==> src/rtl/aesl_deadlock_idx0_monitor_pkg.sv <==
// Shared defaults and widths for the deadlock/stall monitor.
package aesl_deadlock_idx0_monitor_pkg;

   localparam int DEF_AXIS_N       = 4;
   localparam int DEF_IDLE_N       = 3;
   localparam int DEF_IBLK_N       = 1;
   localparam int DEF_STALL_CYCLES = 4;
   localparam int CNT_W            = 16;

endpackage

==> src/rtl/aesl_stall_counter.sv <==
// Tracks how long a stuck input pattern has stayed unchanged.
// thresh reflects the count being loaded at the coming edge, so the
// parent can register it and have block rise on the same edge the
// count reaches the threshold.
module aesl_stall_counter
   import aesl_deadlock_idx0_monitor_pkg::*;
#(
   parameter int SIG_W        = DEF_AXIS_N + DEF_IDLE_N + DEF_IBLK_N,
   parameter int STALL_CYCLES = DEF_STALL_CYCLES
) (
   input  logic             clock,
   input  logic             reset,
   input  logic             stuck,
   input  logic [SIG_W-1:0] sigs,
   output logic             thresh
);

   localparam logic [CNT_W-1:0] CNT_MAX = CNT_W'(STALL_CYCLES);

   logic [SIG_W-1:0] snap_q;
   logic [CNT_W-1:0] cnt_q;
   logic [CNT_W-1:0] cnt_next;
   logic             same;

   // Next count: saturating increment on an unchanged stuck pattern,
   // otherwise restart at 1 (stuck) or 0 (not stuck).
   always_comb begin
      same = (sigs == snap_q);
      cnt_next = '0;
      if (stuck && same) begin
         if (cnt_q >= CNT_MAX) cnt_next = CNT_MAX;
         else                  cnt_next = cnt_q + 1'b1;
      end else if (stuck) begin
         cnt_next = CNT_W'(1);
      end
      thresh = (cnt_next >= CNT_MAX);
   end

   // Count and snapshot registers; snapshot only reloads on a restart.
   always_ff @(posedge clock) begin
      if (reset) begin
         cnt_q  <= '0;
         snap_q <= '0;
      end else begin
         cnt_q <= cnt_next;
         if (!(stuck && same)) snap_q <= sigs;
      end
   end

endmodule

==> src/rtl/aesl_deadlock_idx0_monitor.sv <==
// Kernel deadlock/stall monitor: flags a stuck block/idle pattern that
// has held unchanged for STALL_CYCLES consecutive cycles.
module aesl_deadlock_idx0_monitor
   import aesl_deadlock_idx0_monitor_pkg::*;
#(
   parameter int AXIS_N       = DEF_AXIS_N,
   parameter int IDLE_N       = DEF_IDLE_N,
   parameter int IBLK_N       = DEF_IBLK_N,
   parameter int STALL_CYCLES = DEF_STALL_CYCLES
) (
   input  logic              clock,
   input  logic              reset,
   input  logic [AXIS_N-1:0] axis_block_sigs,
   input  logic [IDLE_N-1:0] inst_idle_sigs,
   input  logic [IBLK_N-1:0] inst_block_sigs,
   output logic              block
);

   localparam int SIG_W = AXIS_N + IDLE_N + IBLK_N;

   logic             stuck;
   logic             thresh;
   logic [SIG_W-1:0] sigs;

   // Something is waiting while not everything is idle.
   always_comb begin
      stuck = ((|axis_block_sigs) || (|inst_block_sigs)) && !(&inst_idle_sigs);
      sigs  = {axis_block_sigs, inst_idle_sigs, inst_block_sigs};
   end

   aesl_stall_counter #(
      .SIG_W        (SIG_W),
      .STALL_CYCLES (STALL_CYCLES)
   ) u_stall_counter (
      .clock  (clock),
      .reset  (reset),
      .stuck  (stuck),
      .sigs   (sigs),
      .thresh (thresh)
   );

   // Registered output keeps inputs off any combinational path to block.
   always_ff @(posedge clock) begin
      if (reset) block <= 1'b0;
      else       block <= thresh;
   end

endmodule

==> config.mk <==
export PLATFORM = sky130hd
export DESIGN_NAME = aesl_deadlock_idx0_monitor
export DESIGN_NICKNAME = d
export VERILOG_FILES = /design/src/rtl/aesl_deadlock_idx0_monitor_pkg.sv /design/src/rtl/aesl_stall_counter.sv /design/src/rtl/aesl_deadlock_idx0_monitor.sv
export SDC_FILE = /design/constraint.sdc
export NUM_CORES = 1
export LEC_CHECK = 0
export CAP_MARGIN = 30
export CORE_UTILIZATION = 40
export CTS_CLUSTER_DIAMETER = 100
export DETAILED_ROUTE_END_ITERATION = 12
export PLACE_DENSITY = 0.61
export SLEW_MARGIN = 20
export SYNTH_ARGS = -nofsm -noshare
export SYNTH_HDL_FRONTEND = slang
export SYNTH_SLANG_ARGS = --single-unit
==> constraint.sdc <==
create_clock -name clock -period 1.35 [get_ports clock]
set_input_delay 0.2025 -clock clock [delete_from_list [all_inputs] [get_ports clock]]
set_output_delay 0.2025 -clock clock [all_outputs]
set_load 0.1 [all_outputs]
# Word-level counts from Yosys, hierarchy flattened
# Cells that the tools add are included.
dict set report word_totals {
  ff_bits 25
  output_inout_bits 1
}
dict set report classes {
  n_addsub 1
  order_cmp 2
  eq_ne 1
  muxes 3
  n_reduce_logical 6
}
# cell count
set op_table {}
lappend op_table {{$ge A16 B3 Y1 const B} 2}
lappend op_table {{$mux W16} 2}
lappend op_table {{$add A16 B1 Y16 const B} 1}
lappend op_table {{$eq A8 B8 Y1} 1}
lappend op_table {{$reduce_or A4 Y1} 1}
lappend op_table {{$reduce_and A3 Y1} 1}
lappend op_table {{$logic_and A1 B1 Y1} 2}
lappend op_table {{$logic_not A1 Y1} 1}
lappend op_table {{$logic_or A1 B1 Y1} 1}
lappend op_table {{$mux W1} 1}

# Depth between registers and ports, before layout
# Gate-level depths: netlist (run 1).
dict set report logic_depth {
  ltp_word 6
  depth_mapped 4
  ltp_nobuf 4
}

# Modules after synthesis
# From an unflattened synthesis (run 1), not the netlist that was laid out.
dict set report unflattened {
  hier_cells 67
  hier_area_um2 813.3
}
# module instances cells_each area_per_inst_um2 seq_area_each_um2
set modules_own_cells {}
lappend modules_own_cells {aesl_stall_counter 1 62 769.5 480.5}
lappend modules_own_cells {aesl_deadlock_idx0_monitor 1 5 43.8 20.0}

# Least setup slack after synthesis (run 1)
# OpenSTA, ideal clock, no wires.
dict set report synth_timing {
  kind {in2reg}
  start {input port inst_block_sigs}
  end {register u_stall_counter.cnt_q[1]}
  setup_ns 0.116
  arrival_time_ns 1.068
  t_required_ns 1.234
  path_slack_ns 0.166
  path_stages 4
  n_path_buf 0
  cell_sequence {or4_4 > o21ai_2 > nor3_1 > and3_1}
}
dict set report synth_between {
  elab_chain_cells 4
}
# element line
set synth_lines {}
lappend synth_lines {{from (decl)} aesl_deadlock_idx0_monitor.sv:15} ;# input logic [IBLK_N-1:0] inst_block_sigs,
lappend synth_lines {{parallel branches: the longest is 2 deep, another holds $eq A8 B8 Y1} --}
lappend synth_lines {{$logic_and A1 B1 Y1 *} aesl_stall_counter.sv:30} ;# if (stuck && same) begin
lappend synth_lines {{$mux W16 *} aesl_stall_counter.sv:30}
lappend synth_lines {{to (signal assigned)} aesl_stall_counter.sv:45} ;# cnt_q <= cnt_next;
lappend synth_lines {{to (decl)} aesl_stall_counter.sv:21} ;# logic [CNT_W-1:0] cnt_q;
# Mark *: on every way between the ends.
# A chain may end at the register's enable or synchronous reset.

# Worst setup path after layout (run 1)
dict set report layout_timing {
  start {input port axis_block_sigs[0]}
  end {register u_stall_counter.cnt_q[1]}
}
dict set report layout_between {
  elab_chain_cells 5
}
# element line
set layout_lines {}
lappend layout_lines {{from (decl)} aesl_deadlock_idx0_monitor.sv:13} ;# input logic [AXIS_N-1:0] axis_block_sigs,
lappend layout_lines {{$reduce_or A4 Y1} aesl_deadlock_idx0_monitor.sv:27} ;# stuck = ((|axis_block_sigs) || (|inst_block_sigs)) && !(&inst_idle_sigs);
lappend layout_lines {{$logic_or A1 B1 Y1} aesl_deadlock_idx0_monitor.sv:27}
lappend layout_lines {{$logic_and A1 B1 Y1} aesl_deadlock_idx0_monitor.sv:27}
lappend layout_lines {{$logic_and A1 B1 Y1 *} aesl_stall_counter.sv:30}
lappend layout_lines {{$mux W16 *} aesl_stall_counter.sv:30}
# Mark *: on every way between the ends. The rest lies on a longest branch, timed or not.

==> results of run 1 <==
## placed cells by master (no fill, tap or decap), drive strengths merged
cell type / netlist / layout
inv: 3 / 3
a21boi: 2 / 2
nor4: 3 / 3
nor2b: 8 / 8
nand2b: 1 / 1
xnor2: 9 / 9
dlymetal6s2s: 0 / 1
o21ai: 1 / 1
nand4: 3 / 3
nor2: 2 / 2
a31oi: 1 / 1
dfxtp: 25 / 25
or4: 1 / 1
buf: 0 / 8
clkinvlp: 0 / 1
clkbuf: 0 / 3
nor3: 1 / 1
ha: 2 / 2
a21oi: 1 / 1
conb: 1 / 13
and3: 1 / 1
clkdlybuf4s50: 0 / 8
## sequential cells by signal, summed over array words and instances (netlist names)
signal                  flops
u_stall_counter.cnt_q      16
u_stall_counter.snap_q      8
block                       1
## metal layers
metal  vias to the layer above  wire [um]
met2                        10        582
li1                        266          -
met4                         0         14
met3                         2         65
met1                       234        509
met5                         -          0
## repair_timing
action | 4_1_cts | 5_1_grt
endpoints found under the hold margin | 0 | 0
hold buffers | 0 | 0
endpoints found under the setup margin | 0 | 3
resized for setup | 0 | 3
## path summary, 6_finish.rpt
check                                 from                   endpoint  slack, ps  cells past startpoint
setup / recovery        axis_block_sigs[0]   u_stall_counter.cnt_q[1]         10                      5
hold / removal          axis_block_sigs[1]  u_stall_counter.snap_q[5]        260                      3
setup reg to reg  u_stall_counter.cnt_q[7]   u_stall_counter.cnt_q[0]        170                      4
hold reg to reg   u_stall_counter.cnt_q[0]   u_stall_counter.cnt_q[0]        600                      3
## cell type report
type                            instances  area [um^2]  share of cell area, %
Sequential cell                        25          500                   47.1
Multi-Input combinational cell         49          324                   30.5
Timing Repair Buffer                   17          165                   15.5
Tap cell                               25         31.3                   2.94
Clock buffer                            3         22.5                   2.12
Inverter                                3         11.3                   1.06
Clock inverter                          1         7.51                  0.707
## through the flow
stage | instances | hold WS [ps] | util, % | setup WS [ps]
finish | 123 | 255 | 59.6 | 10.5
floorplan | 77 | 274 | - | 166
detailed placement | 119 | 572 | 57.1 | -317
CTS | 123 | 495 | 58.7 | 26.8
global placement | 119 | 559 | 57.1 | -291
global route | 123 | 260 | 59.6 | 0.648
## synthesized netlist by cell type
library cell / n / area [um^2]
a21boi_1: 2 / 15.0
and3_1: 1 / 6.26
or4_4: 1 / 11.3
inv_1: 3 / 11.3
nand2b_1: 1 / 6.26
o21ai_2: 1 / 8.76
conb_1: 1 / 3.75
a21oi_1: 1 / 5.00
nor3_1: 1 / 5.00
nor2b_1: 8 / 50.1
xnor2_1: 9 / 78.8
a31oi_1: 1 / 6.26
nor2_1: 2 / 7.51
ha_1: 2 / 25.0
dfxtp_1: 25 / 500
nand4_1: 3 / 18.8
nor4_1: 3 / 18.8
## power by group
part | leakage [nW] | switching, mW | internal, mW
Sequential | 0.209 | 0.0121 | 0.774
Clock | 0.0139 | 0.211 | 0.113
Combinational | 0.220 | 0.0422 | 0.0658
Total | 0.442 | 0.266 | 0.952
## tightest hold or removal path, cell delays in order
cell            delay, ps
dlymetal6s2s_1        100
buf_4                 120
nor2b_1               110
## kinds of logic (layout without fill, tap and decap cells)
| family | Yosys count | after routing | synth area share [%] |
|---|---|---|---|
| XOR/XNOR | 9 | 9 | 10.1 |
| adder cells (fa/ha/maj) | 2 | 2 | 3.21 |
| buffers and inverters | 3 | 24 | 1.45 |
| AO/OA/AOI/OAI | 5 | 5 | 4.50 |
| other | 1 | 13 | 0.482 |
| AND/OR/NAND/NOR | 20 | 20 | 15.9 |
| flip-flops | 25 | 25 | 64.3 |
==> results by group, run 1 <==
Status
  – Status: complete, no violations

Timing
  – Final setup viols: 0
  – Final period utilization: 99.2%
  – RSZ-0062 raised after global routing: false
  – Skew final: 5.54 ps
  – Tmin final: 1340 ps
  – Max-slew violations: 0
  – Setup TNS: 0 ps
  – F_max: 0.747 GHz
  – Final hold violation count: 0

Floorplan
  – Rows: 15
  – Area of the core: 1780 um^2
  – Die area: 2130 um^2
  – Die Span Y: 46.1 um
  – I/O Pins: 11
  – Chip width: 46.1 um
  – Initial Util: 43.6%

Detailed routing
  – Vias per cell: 4.16
  – Initial DRC Count: 14
  – WL/cell: 9.53 um
  – DRC: 0
  – Detailed Routing Iterations Pass 1: 4
  – Routed Antenna Nets: 0
  – Vias post-DR: 512
  – Final WL: 1170 um

Cells and area
  – Final net count: 111
  – Share of cells above drive strength 1: 15.3%
  – # diodes: 0
  – Fin area: 1060 um^2
  – FILL cells: 151
  – Area Overhead vs Synth: 36.5%

Global route
  – M1 GR Usage: 16.2%
  – GRT Total Usage: 13.3%
  – First-pass GRT wire length: 1850 um
  – Congestion Overflow GR: 0
  – Grt peak-use layer: met2
  – M2 GR Usage: 20.3%
  – Pin count of the biggest net entering global routing: 16
  – Met3 Use GR: 3.53%
  – Number of global-route vias before repair: 485
  – Initial antenna violation count: 0

Setup path
  – CP Launch Type: input pin
  – CP Max Fanout: 3
  – Worst EP required: 1570 ps
  – Crit path capture type: register
  – Top delay family on crit path: simple AND/OR/NAND/NOR gates
  – WS Path Type: in2reg
  – Crit path DAT: 1560 ps
  – Worst path buffer plus inverter count: 1
  – Worst path slowest cell: or4_4
  – Crit-path cells: clkdlybuf4s50_1 > or4_4 > o21ai_4 > nor3_2 > and3_1
  – Worst stage delay on the critical path: 530 ps

Yosys
  – Sequential share of the synthesized area: 64.3%
  – Count of cell types in the netlist: 17
  – Synthesized area: 778 um^2
  – Mean Syn Cell Area: 12.0 um^2
  – FF+latch count, synth: 25
  – YS warnings: 0
  – Cells after Synth: 65

Run
  – Max-Cap Viols: 0

Clock tree
  – CTS Buffer Depth: 2
  – CTS tree: done
  – Clock transition at path regs: 130 ps
  – Root buf cell: clkbuf_4
  – Worst skew pair latency: 310 ps
  – H-tree depth: 1
  – Clock Sinks: 25
  – Post-CTS setup buffer count: 0
  – Num CTS Buffers: 3

Placed design
  – GPL Wtd Cong: 0.648
  – Port bufs: 10
  – Hpwl dp: 925 um
  – Placed Area: 1020 um^2

Min path
  – Worst Hold Class: in2reg

Pwr
  – Leak: 0.442 nW
  – PwrDens: 1150 nW/um^2
  – Worst vdd ir: 634 uV
  – Power Total: 1.22 mW
No activity file was read; power rests on OpenSTA's default activity.
==> inputs of run 2 (changes only) <==
- ABC_AREA: not set -> 0
- DONT_BUFFER_PORTS: not set -> 1
- PLACE_DENSITY: 0.61 -> 0.53
- REMOVE_ABC_BUFFERS: not set -> 1
==> run 2 against run 1 <==
Largest cell class unchanged. Flip-flop and latch count unchanged. Routed wire length down 10%. Register-to-register slack about the same. Utilization down 7.5 points. Critical endpoint is now u_stall_counter.snap_q[2]. First-iteration DRC count down 57%. Clock power about the same. Sequential power about the same. Combinational power down 42%. Clock skew up 7.9 ps. Design area down 13%.
==> results by group, run 2 (synthesis results as in run 1) <==
Pwr
  – Worst vdd ir: 744 uV (was 634 uV)
  – Leak: 0.380 nW (was 0.442 nW)
  – PwrDens: 1260 nW/um^2 (was 1150 nW/um^2)

Timing
  – Setup TNS: 0 ps (unchanged)
  – F_max: 0.759 GHz (was 0.747 GHz)
  – Max-slew violations: 0 (unchanged)
  – Skew final: 13.5 ps (was 5.54 ps)
  – Final period utilization: 97.6% (was 99.2%)
  – Tmin final: 1320 ps (was 1340 ps)
  – Final hold violation count: 0 (unchanged)
  – Final setup viols: 0 (unchanged)
  – RSZ-0062 raised after global routing: false (unchanged)

Detailed routing
  – Detailed Routing Iterations Pass 1: 4 (unchanged)
  – Routed Antenna Nets: 0 (unchanged)
  – Vias post-DR: 446 (was 512)
  – DRC: 0 (unchanged)
  – Vias per cell: 4.02 (was 4.16)
  – Initial DRC Count: 6 (was 14)
  – WL/cell: 9.50 um (was 9.53 um)
  – Final WL: 1060 um (was 1170 um)

Clock tree
  – PostCTS Resize Cnt: 0 (unchanged)
  – CTS Buffer Depth: 2 (unchanged)
  – Root buf cell: clkbuf_4 (unchanged)
  – Clock transition at path regs: 130 ps (about the same)
  – H-tree depth: 1 (unchanged)
  – Clock Sinks: 25 (unchanged)
  – CTS tree: done (unchanged)
  – Worst skew pair latency: 320 ps (was 310 ps)
  – Num CTS Buffers: 3 (unchanged)

Setup path
  – CP Max Fanout: 8 (was 3)
  – WS Path Type: in2reg (unchanged)
  – Worst EP required: 1570 ps (about the same)
  – CP Launch Type: input pin (unchanged)
  – Crit path capture type: register (unchanged)
  – Crit path DAT: 1540 ps (was 1560 ps)
  – FF-to-FF setup slack: 180 ps (was 170 ps)

Placed design
  – Hpwl dp: 785 um (was 925 um)
  – Placed Instances: 103 (was 119)
  – Port bufs: 0 (was 10)
  – GPL Wtd Cong: 0.691 (was 0.648)

Status
  – Status: complete, no violations (unchanged)

Min path
  – Worst Hold Class: in2reg (unchanged)

Global route
  – Number of global-route vias before repair: 392 (was 485)
  – Pin count of the biggest net entering global routing: 14 (was 16)
  – Congestion Overflow GR: 0 (unchanged)
  – GRT Total Usage: 11.4% (was 13.3%)
  – First-pass GRT wire length: 1630 um (was 1850 um)
  – Initial antenna violation count: 0 (unchanged)

Cells and area
  – Commonest non-fill, non-tap cell in the layout: dfxtp_1 (unchanged)
  – Final net count: 99 (was 111)
  – Share of cells above drive strength 1: 6.98% (was 15.3%)
  – Most frequent cells in the layout: dfxtp_1, conb_1, xnor2_1 (unchanged)
  – Max FFs per register: 16 (unchanged)
  – Regs by FF count: u_stall_counter.cnt_q: 16 flops, u_stall_counter.snap_q: 8 flops, block: 1 flops (unchanged)
  – # diodes: 0 (unchanged)
  – Largest register by flop count: u_stall_counter.cnt_q (unchanged)
  – Area Overhead vs Synth: 19.3% (was 36.5%)
  – Non-Filler Instances: 111 (was 123)
  – FILL cells: 177 (was 151)

Floorplan
  – Area of the core: 1780 um^2 (unchanged)
  – I/O Pins: 11 (unchanged)
  – Rows: 15 (unchanged)
  – Initial Util: 43.6% (unchanged)
  – Die area: 2130 um^2 (unchanged)
  – Die Span Y: 46.1 um (unchanged)
  – Chip width: 46.1 um (unchanged)

Run
  – Max-Cap Viols: 0 (unchanged)
==> run 2: through the flow <==
stage,setup WS (ps),instance area [um^2],total power [mW],hold WS [ps],utilization [%]
after floorplan,166,823,0.843,274,-
after global placement,144,862,0.852,275,48.4
after detailed placement,117,862,0.852,277,48.4
after CTS,37.0,908,1.17,0.565,50.9
after global routing,8.14,928,1.23,0.430,52.1
final,32.8,928,1.17,5.55,52.1
==> run 2: worst paths after layout <==
kind                             start  cells past startpoint                        end
max                              reset                      3  u_stall_counter.snap_q[2]
min                 axis_block_sigs[2]                      1  u_stall_counter.snap_q[6]
max reg2reg  u_stall_counter.cnt_q[14]                      4   u_stall_counter.cnt_q[0]
min reg2reg   u_stall_counter.cnt_q[0]                      3   u_stall_counter.cnt_q[0]
==> run 2: cell type report <==
type,count,area [um^2],area share [%]
well taps,25,31.3,3.37
multi-input cells,49,312,33.6
inverters,3,11.3,1.21
flip-flops and latches,25,500,53.9
clock buffers,4,26.3,2.83
repair buffers,5,47.5,5.12
==> run 2: per-layer routing <==
| layer | vias up | part of all wire, % | wire, um | GRT usage [%] |
|---|---|---|---|---|
| met2 | 11 | 40 | 422 | 14.1 |
| met5 | - | 0 | 0 | 0 |
| li1 | 243 | - | - | - |
| met1 | 188 | 52 | 546 | 16.5 |
| met4 | 0 | 2.1 | 22 | 8.82 |
| met3 | 4 | 6.0 | 63 | 2.75 |
==> run 2: critical path, stage by stage <==
cell	delay [ps]
dlygate4sd3_1	710
nor2b_1	70
dlygate4sd3_1	550
==> run 2: power breakdown <==
| part | switching, mW | internal (mW) |
|---|---|---|
| combinational | 0.0258 | 0.0367 |
| sequential | 0.0113 | 0.774 |
| clock | 0.206 | 0.115 |
| total | 0.243 | 0.926 |
==> run 2: timing repair <==
| item | 4_1_cts | 5_1_grt |
|---|---|---|
| setup buffers | 0 | 0 |
| hold buffers | 2 | 2 |
| endpoints found under the hold margin | 8 | 2 |
| setup endpoints to repair | 0 | 0 |
